### src/rtl/hilo_muldiv_seq.sv
// Sequential HI/LO multiply/divide unit: one bit per cycle, commits results into HI/LO.
// Optional macro MULDIV_EARLY_OUT_EN stops multiplies once the remaining multiplier bits are zero.
module hilo_muldiv_seq #(
    parameter logic [31:0] DIV0_QUO = 32'hFFFF_FFFF,
    parameter logic [31:0] DIV0_REM = 32'hDEAD_BEEF
) (
    input  logic        clk,
    input  logic        rst,
    input  logic        start,
    input  logic [2:0]  op,
    input  logic [31:0] a,
    input  logic [31:0] b,
    input  logic        flush,
    output logic        busy,
    output logic        done,
    output logic [31:0] hi,
    output logic [31:0] lo
);

    typedef enum logic [1:0] {IDLE, RUN, FIX} state_t;

    localparam logic [2:0] OP_MTHI = 3'b100;
    localparam logic [2:0] OP_MTLO = 3'b101;

    state_t      state_q, state_d;
    logic [5:0]  cnt_q, cnt_d;
    logic        is_div_q, is_div_d;
    logic        is_signed_q, is_signed_d;
    logic        sa_q, sa_d;
    logic        sb_q, sb_d;
    logic        div0_q, div0_d;
    logic [63:0] acc_q, acc_d;
    logic [63:0] opa_q, opa_d;
    logic [31:0] opb_q, opb_d;
    logic [31:0] hi_q, hi_d;
    logic [31:0] lo_q, lo_d;
    logic        done_q, done_d;

    logic        accept;
    logic        signed_op;
    logic        a_neg, b_neg;
    logic [31:0] a_abs, b_abs;
    logic        last_iter;
    logic [63:0] mul_sum;
    logic [32:0] rem_sh;
    logic [32:0] div_diff;
    logic [31:0] quo_fix, rem_fix;
    logic [63:0] prod_fix;

    assign accept    = (state_q == IDLE) && start && !flush;
    assign signed_op = ~op[2] & op[0];
    assign a_neg     = signed_op & a[31];
    assign b_neg     = signed_op & b[31];
    assign a_abs     = a_neg ? (~a + 32'd1) : a;
    assign b_abs     = b_neg ? (~b + 32'd1) : b;

    // Multiplier shifts right each iteration, so an all-zero tail means the product is final.
    always_comb begin
        last_iter = (cnt_q == 6'd31);
`ifdef MULDIV_EARLY_OUT_EN
        if (!is_div_q && (opb_q[31:1] == 31'd0)) begin
            last_iter = 1'b1;
        end
`endif
    end

    always_ff @(posedge clk or posedge rst) begin
        if (rst) begin
            state_q <= IDLE;
        end else begin
            state_q <= state_d;
        end
    end

    always_comb begin
        state_d = state_q;
        case (state_q)
            IDLE: begin
                if (accept && !op[2]) begin
                    state_d = RUN;
                end
            end
            RUN: begin
                if (flush) begin
                    state_d = IDLE;
                end else if (last_iter) begin
                    state_d = FIX;
                end
            end
            FIX:     state_d = IDLE;
            default: state_d = IDLE;
        endcase
    end

    always_comb begin
        busy = (state_q != IDLE);
        done = done_q;
        hi   = hi_q;
        lo   = lo_q;
    end

    assign mul_sum  = acc_q + (opb_q[0] ? opa_q : 64'd0);
    assign rem_sh   = {acc_q[63:32], acc_q[31]};
    assign div_diff = rem_sh - {1'b0, opa_q[31:0]};

    assign quo_fix  = (is_signed_q && (sa_q ^ sb_q)) ? (~acc_q[31:0] + 32'd1) : acc_q[31:0];
    assign rem_fix  = (is_signed_q && sa_q) ? (~acc_q[63:32] + 32'd1) : acc_q[63:32];
    assign prod_fix = (is_signed_q && (sa_q ^ sb_q)) ? (~acc_q + 64'd1) : acc_q;

    // Divide keeps {remainder, quotient} in acc; multiply accumulates the shifted multiplicand into acc.
    always_comb begin
        cnt_d       = cnt_q;
        is_div_d    = is_div_q;
        is_signed_d = is_signed_q;
        sa_d        = sa_q;
        sb_d        = sb_q;
        div0_d      = div0_q;
        acc_d       = acc_q;
        opa_d       = opa_q;
        opb_d       = opb_q;
        hi_d        = hi_q;
        lo_d        = lo_q;
        done_d      = 1'b0;
        case (state_q)
            IDLE: begin
                if (accept) begin
                    if (op == OP_MTHI) begin
                        hi_d = a;
                    end else if (op == OP_MTLO) begin
                        lo_d = a;
                    end else if (!op[2]) begin
                        is_div_d    = op[1];
                        is_signed_d = op[0];
                        sa_d        = a_neg;
                        sb_d        = b_neg;
                        div0_d      = (b == 32'd0);
                        cnt_d       = 6'd0;
                        if (op[1]) begin
                            acc_d = {32'd0, a_abs};
                            opa_d = {32'd0, b_abs};
                            opb_d = 32'd0;
                        end else begin
                            acc_d = 64'd0;
                            opa_d = {32'd0, a_abs};
                            opb_d = b_abs;
                        end
                    end
                end
            end
            RUN: begin
                if (!flush) begin
                    cnt_d = cnt_q + 6'd1;
                    if (is_div_q) begin
                        if (!div_diff[32]) begin
                            acc_d = {div_diff[31:0], acc_q[30:0], 1'b1};
                        end else begin
                            acc_d = {rem_sh[31:0], acc_q[30:0], 1'b0};
                        end
                    end else begin
                        acc_d = mul_sum;
                        opa_d = {opa_q[62:0], 1'b0};
                        opb_d = {1'b0, opb_q[31:1]};
                    end
                end
            end
            FIX: begin
                if (!flush) begin
                    done_d = 1'b1;
                    if (is_div_q && div0_q) begin
                        hi_d = DIV0_REM;
                        lo_d = DIV0_QUO;
                    end else if (is_div_q) begin
                        hi_d = rem_fix;
                        lo_d = quo_fix;
                    end else begin
                        hi_d = prod_fix[63:32];
                        lo_d = prod_fix[31:0];
                    end
                end
            end
            default: begin
                done_d = 1'b0;
            end
        endcase
    end

    always_ff @(posedge clk or posedge rst) begin
        if (rst) begin
            cnt_q       <= 6'd0;
            is_div_q    <= 1'b0;
            is_signed_q <= 1'b0;
            sa_q        <= 1'b0;
            sb_q        <= 1'b0;
            div0_q      <= 1'b0;
            acc_q       <= 64'd0;
            opa_q       <= 64'd0;
            opb_q       <= 32'd0;
            hi_q        <= 32'd0;
            lo_q        <= 32'd0;
            done_q      <= 1'b0;
        end else begin
            cnt_q       <= cnt_d;
            is_div_q    <= is_div_d;
            is_signed_q <= is_signed_d;
            sa_q        <= sa_d;
            sb_q        <= sb_d;
            div0_q      <= div0_d;
            acc_q       <= acc_d;
            opa_q       <= opa_d;
            opb_q       <= opb_d;
            hi_q        <= hi_d;
            lo_q        <= lo_d;
            done_q      <= done_d;
        end
    end

endmodule

### config.mk
export PLATFORM = sky130hd
export DESIGN_NAME = hilo_muldiv_seq
export DESIGN_NICKNAME = d
export VERILOG_FILES = /design/src/rtl/hilo_muldiv_seq.sv
export SDC_FILE = /design/constraint.sdc
export NUM_CORES = 1
export LEC_CHECK = 0
export CORE_UTILIZATION = 52
export DETAILED_ROUTE_END_ITERATION = 8
export PLACE_DENSITY = 0.72
export SLEW_MARGIN = 20
export SYNTH_ARGS = -nofsm -noshare
export SYNTH_HDL_FRONTEND = slang
export SYNTH_SLANG_ARGS = --single-unit
### constraint.sdc
create_clock -name clk -period 11.5 [get_ports clk]
set_clock_uncertainty 0.2 [all_clocks]
set_input_delay 1.725 -clock clk [delete_from_list [all_inputs] [get_ports clk]]
set_output_delay 1.725 -clock clk [all_outputs]
set_load 0.03 [all_outputs]
==> flow_metrics.py, run 1 <==
metrics = {
    "status": {
        "status": "finished, final reports clean",
    },
    "logic_synthesis": {
        "yosysTopAreaCellShare": 0.311,
        "synth_most_common_cell": "o21ai_0",
        "synthCells": 2353,
        "synthArstFlopShare": 1.00,
        "netlist_top_cells_count": "o21ai_0 (245), dfrtp_1 (238), nand2_1 (232)",
        "synth_edf_count": 0,
        "synth.ff_latch_count": 238,
        "syn_nets": 2526,
        "yosys_most_used_dff": "dfrtp_1",
        "synth.largest_area_cell": "dfrtp_1",
        "synth.avg_cell_area_um2": 8.13,
        "synth_area_um2": 19100,
        "yosys_warnings": 0,
        "synth_area_leaders": "dfrtp_1 (31%), ha_1 (6.5%), o21ai_0 (6.4%), xnor2_1 (5.6%), nand2_1 (4.6%)",
        "ys_types": 88,
        "ys_seq_area_frac": 0.311,
    },
    "cts": {
        "cts.hold.buffers_added": 0,
        "cts_root_buffer": "clkbuf_16",
        "cts_max_level": 1,
        "clkTransAtPathRegs_ns": 0.06,
        "postCtsSetupBuffers": 0,
        "cts_made_buffers": 28,
        "clock_latency_ns": 0.57,
        "cts_resized": 0,
        "cts_max_path_buffers": 3,
        "clock-sinks": 238,
        "cts_tree": "yes",
    },
    "floorplan": {
        "initial_core_util": 0.533,
        "die-area_um2": 37600,
        "design.portCount": 137,
        "core_um2": 35900,
        "placementRows": 69,
        "die_w_um": 194,
        "dieHeight_um": 194,
    },
    "global_routing": {
        "grt_pass1_wl_um": 108000,
        "antenna_found_initial": 0,
        "grtUsageTotal": 0.375,
        "grt-ovfl-total": 0,
        "grt_start_max_net_pins": 105,
        "grt_pass1_vias": 17700,
    },
    "route": {
        "drtIter0Drc": 2125,
        "wl_per_cell_um": 24.5,
        "first_pass_iters": 6,
        "route.vias.total": 18900,
        "viasPerCell": 6.57,
        "drc": 0,
        "wl_um": 70700,
        "antenna_left": 0,
    },
    "sta": {
        "fmax_mhz": 193,
        "rsz0062_at_grt": "no",
        "hold_violations": 0,
        "tns_ns": 0,
        "worst_pin_slew_ns": 1.18,
        "max_slew_margin": 0.215,
        "drv_slew": 0,
        "layout_min_cycle_time_ns": 5.17,
        "setup_viol": 0,
        "fin_crit_sh": 0.450,
    },
    "finish": {
        "stdcell_area_um2": 21800,
        "drive_above_1_share": 0.0544,
        "nNetsFinal": 2577,
        "stdcell_count": 2886,
        "diodes": 0,
        "syn2layout_area_growth_pct": 13.8,
        "fill_cells": 3240,
    },
    "critical_path": {
        "start_kind": "flop",
        "startpoint": "opb_q[0]",
        "critPathMaxFanout": 27,
        "cp-endpoint": "acc_q[62]",
        "rrSetupSlack_ns": 6.33,
        "cp.required_ns": 11.77,
        "worst_r2r_path_depth": 15,
        "r2r_end": "acc_q[62]",
        "critPathKind": "reg -> reg",
        "rr_startpoint": "opb_q[0]",
        "cp-end-kind": "flop",
        "worstPathArrival_ns": 5.44,
    },
    "placement": {
        "dp.cells": 2834,
        "placed_area_um2": 20800,
        "gp_congestion": 0.968,
        "hpwl_um": 54000,
        "portBuffers": 136,
    },
    "power_and_ir_drop": {
        "ir_worst_vdd_mv": 0.118,
        "power_mw": 3.32,
        "powerDensity_nw_per_um2": 153,
        "power.leakage_nw": 9.39,
    },
    "run": {
        "cap_viol_max_count": 0,
    },
    "worst_hold_path": {
        "worstHoldPathType": "reg -> reg",
    },
}
-- worst min-delay path by stage --
stage                         start        end  cells past startpoint
after floorplan           opb_q[28]  opb_q[28]                      2
after global placement        lo[2]      lo[2]                      2
after detailed placement      lo[2]      lo[2]                      2
after CTS                     lo[8]      lo[8]                      2
after global routing         hi[25]     hi[25]                      2
final                         lo[8]      lo[8]                      2
-- worst max-delay path, stage by stage (launching register included) --
cell and delay [ns]:
dfrtp_1 0.86, and2_1 0.28, ha_1 0.23, fa_1 0.23, a21o_1 0.17, a221o_1 0.21
nand4_1 0.17, a2111oi_0 0.41, nor3_1 0.10, buf_4 0.19, o21ai_0 0.43, nand4b_1 0.33
o21ai_0 0.70, a31oi_1 0.22, xor2_1 0.18, o211ai_1 0.16
-- layer usage --
layer	GRT usage	vias to the layer above	share of wire
met5	0	-	0
li1	-	8719	-
met3	0.0751	146	0.10
met2	0.529	1081	0.40
met1	0.549	9001	0.44
met4	0.172	0	0.051
-- power by group --
group	switching (mW)	leakage, nW	internal, mW	total, mW
logic	0.770	5.85	0.471	1.24
registers	0.158	3.07	0.969	1.13
clock network	0.388	0.467	0.564	0.952
-- cell usage in the layout (no fill, tap or decap), types with 11 or more instances in the layout --
cell / n
o21ai_0: 244
dfrtp_1: 238
nand2_1: 232
nor2_1: 201
a21oi_1: 171
clkdlybuf4s50_1: 136
xnor2_1: 122
ha_1: 100
xor2_1: 82
and2_1: 75
inv_1: 65
a22oi_1: 64
o22ai_1: 62
a21o_1: 50
nor3_1: 36
a221oi_1: 34
a22o_1: 34
clkbuf_16: 29
mux2i_1: 27
nand4_1: 26
buf_4: 26
a31oi_1: 21
o31ai_1: 21
nand2b_1: 21
a211oi_1: 21
o21ai_1: 20
nor2b_1: 19
or3_1: 16
nand3_1: 16
o21bai_1: 13
o41ai_1: 12
o21a_1: 11
-- registers in the layout, summed over array words and instances (netlist names), 2 cells and up --
register and count:
hi 32, opb_q 32, opa_q 64, lo 32
state_q 2, acc_q 64, cnt_q 6
-- metrics by stage --
step / util / worst slack, ns / hold slack [ns]
2_1_floorplan: - / 3.04 / 0.250
3_3_place_gp: 0.579 / 6.11 / 0.261
3_5_place_dp: 0.579 / 6.11 / 0.270
4_1_cts: 0.606 / 6.47 / 0.283
5_1_grt: 0.606 / 6.05 / 0.300
6_report: 0.606 / 6.33 / 0.275
-- cell type report --
type | count | area [um2] | share of cell area
Multi-Input combinational cell | 1907 | 12400 | 0.572
Sequential cell | 238 | 5960 | 0.274
Timing Repair Buffer | 163 | 1570 | 0.0722
Clock buffer | 36 | 772 | 0.0355
Tap cell | 461 | 577 | 0.0265
Inverter | 66 | 255 | 0.0117
Clock inverter | 15 | 194 | 0.00891
-- cell families (layout without fill, tap and decap cells) --
family,Yosys count,after routing,synth area share
compound gates,860,860,0.290
xor+xnor,205,205,0.0943
fa+ha+maj,102,102,0.0675
flops,238,238,0.311
mux,37,37,0.0200
simple gates,703,703,0.175
buf+inv,208,280,0.0420
No activity file was read; power rests on OpenSTA's default activity.
==> run 2: changes to the inputs <==
Clock period 11.5 ns to 5.1 ns, I/O delays scaled along.
==> run 2 against run 1 <==
  * Combinational power rose by 130%
  * Setup slack got worse by 5.8 ns
  * Register-to-register slack got worse by 5.8 ns
  * Largest cell class unchanged
  * Utilization rose by 0.84 points
  * Cell count rose by 1.0%
  * Final area rose by 1.4%
==> flow_metrics.py, run 2 (synthesis gave the netlist of run 1 again) <==
metrics = {
    "route": {
        "antenna_left": 0,
        "wl_um": 69300,
        "drc": 0,
        "viasPerCell": 6.56,
        "drtIter0Drc": 2107,
        "route.vias.total": 19100,
        "first_pass_iters": 7,
        "wl_per_cell_um": 23.8,
    },
    "sta": {
        "fin_crit_sh": 0.904,
        "worst_pin_slew_ns": 0.985,
        "max_slew_margin": 0.342,
        "fmax_mhz": 217,
        "setup_viol": 0,
        "rsz0062_at_grt": "no",
        "tns_ns": 0,
        "hold_violations": 0,
        "drv_slew": 0,
        "layout_min_cycle_time_ns": 4.61,
    },
    "critical_path": {
        "cp-end-kind": "flop",
        "path_cells": "buf_4 -> and2_1 -> ha_1 -> nand4_1 -> nor3_1 -> nand2_1 -> or4_1 -> o21ai_1 -> a21oi_1 -> nor3_1 -> o22ai_1 -> xnor2_1 -> o21ai_0",
        "critPathMaxStageDelay_ns": 0.71,
        "start_kind": "flop",
        "cp.required_ns": 5.40,
        "critPathKind": "reg -> reg",
        "worstPathArrival_ns": 4.91,
        "rr_startpoint": "opb_q[0]",
        "rrSetupSlack_ns": 0.49,
        "cp_slowest_cell": "dfrtp_1",
        "crit_top_cell": "nor3_1",
        "startpoint": "opb_q[0]",
        "critPathMaxFanout": 33,
    },
    "placement": {
        "gp_congestion": 1.05,
        "dp.cells": 2864,
        "placed_area_um2": 21100,
        "portBuffers": 136,
        "hpwl_um": 53100,
    },
    "finish": {
        "layout_common_cells": "o21ai_0 (244), dfrtp_1 (238), nand2_1 (232)",
        "nNetsFinal": 2607,
        "stdcell_area_um2": 22100,
        "stdcell_count": 2916,
        "syn2layout_area_growth_pct": 15.4,
        "drive_above_1_share": 0.0648,
        "reg_top3": "acc_q x64, opa_q x64",
        "layout_commonest_cell": "o21ai_0",
    },
    "power_and_ir_drop": {
        "seq_power_share": 0.336,
        "combinationalPowerShare": 0.374,
        "power.leakage_nw": 9.55,
        "power_switching_share": 0.398,
        "powerDensity_nw_per_um2": 344,
        "ir_worst_vdd_mv": 0.294,
        "intPower_mw": 4.58,
        "p_sw_mw": 3.02,
        "clkPwrFrac": 0.290,
    },
    "global_routing": {
        "grt_pass1_vias": 17700,
        "grt_start_max_net_pins": 96,
        "grtUsageTotal": 0.363,
        "grt-ovfl-total": 0,
        "grt_pass1_wl_um": 106000,
        "antenna_found_initial": 0,
    },
    "cts": {
        "cts_made_buffers": 29,
        "clock-sinks": 238,
        "clock_latency_ns": 0.59,
        "cts_root_buffer": "clkbuf_16",
        "cts_resized": 0,
        "cts_max_path_buffers": 3,
        "cts_max_level": 1,
        "cts.hold.buffers_added": 0,
        "postCtsSetupBuffers": 0,
        "clkTransAtPathRegs_ns": 0.07,
        "cts_tree": "yes",
    },
    "status": {
        "status": "finished, final reports clean",
    },
    "floorplan": {
        "die-area_um2": 37600,
        "core_um2": 35900,
        "placementRows": 69,
        "die_w_um": 194,
        "design.portCount": 137,
        "dieHeight_um": 194,
        "initial_core_util": 0.533,
    },
    "worst_hold_path": {
        "worstHoldPathType": "reg -> reg",
        "min_from": "hi[19]",
    },
    "run": {
        "cap_viol_max_count": 0,
    },
}
==> run 2: cell types whose count changed in the layout (fill, tap and decap cells not counted), sizes merged <==
cell and delta:
clkinv -3, buf +29, clkinvlp +1, inv +1
bufinv +1, diode +1
==> run 2: final timing paths <==
check / depth (start not counted) / to
max: 13 / acc_q[58]
min: 2 / hi[19]
max reg2reg: 13 / acc_q[58]
min reg2reg: 2 / hi[19]
max in group asynchronous: 3 / cnt_q[4]
min in group asynchronous: 2 / lo[11]
==> run 2: final cells by class <==
type	instances	area (um2)
multi-input combinational	1907	12400
inverter	66	251
fill	3182	13800
antenna	1	2.50
clock buffer	36	762
tap	461	577
clock inverter	15	223
sequential	238	5960
timing repair buffer	192	1860
==> run 2: metrics by stage <==
stage                      util  setup WS, ns  hold WS, ns  total power, mW
final                     0.614         0.487        0.275             7.60
after detailed placement  0.587         0.523        0.269             5.33
after global placement    0.587         0.625        0.262             5.28
after global routing      0.614         0.325        0.305             7.93
after floorplan               -          1.02        0.250             4.31
after CTS                 0.614         0.561        0.282             7.53
==> run 2: layer usage <==
| layer | global-route usage | wire, um | up-vias |
|---|---|---|---|
| met5 | 0.00766 | 40 | - |
| met4 | 0.181 | 3820 | 2 |
| met3 | 0.0875 | 7760 | 156 |
| met2 | 0.505 | 27500 | 1077 |
| met1 | 0.521 | 30300 | 9120 |
| li1 | - | - | 8774 |
==> run 2: worst max-delay path, delay by kind of cell (launching register included) <==
family | cells | cell delay, ns
AOI/OAI and AO/OA | 4 | 0.93
DFF | 1 | 0.71
and+or+nand+nor | 6 | 1.84
adders and majority gates | 1 | 0.29
buffers and inverters | 1 | 0.42
xor gates and xnor gates | 1 | 0.13
==> run 2: power by group through the flow <==
stage | clock network [mW] | registers [mW] | logic (mW)
2_1_floorplan | 0 | 2.65 | 1.66
3_3_place_gp | 0 | 2.55 | 2.73
3_5_place_dp | 0 | 2.56 | 2.77
4_1_cts | 2.21 | 2.53 | 2.78
5_1_grt | 2.28 | 2.58 | 3.06
6_report | 2.20 | 2.55 | 2.84
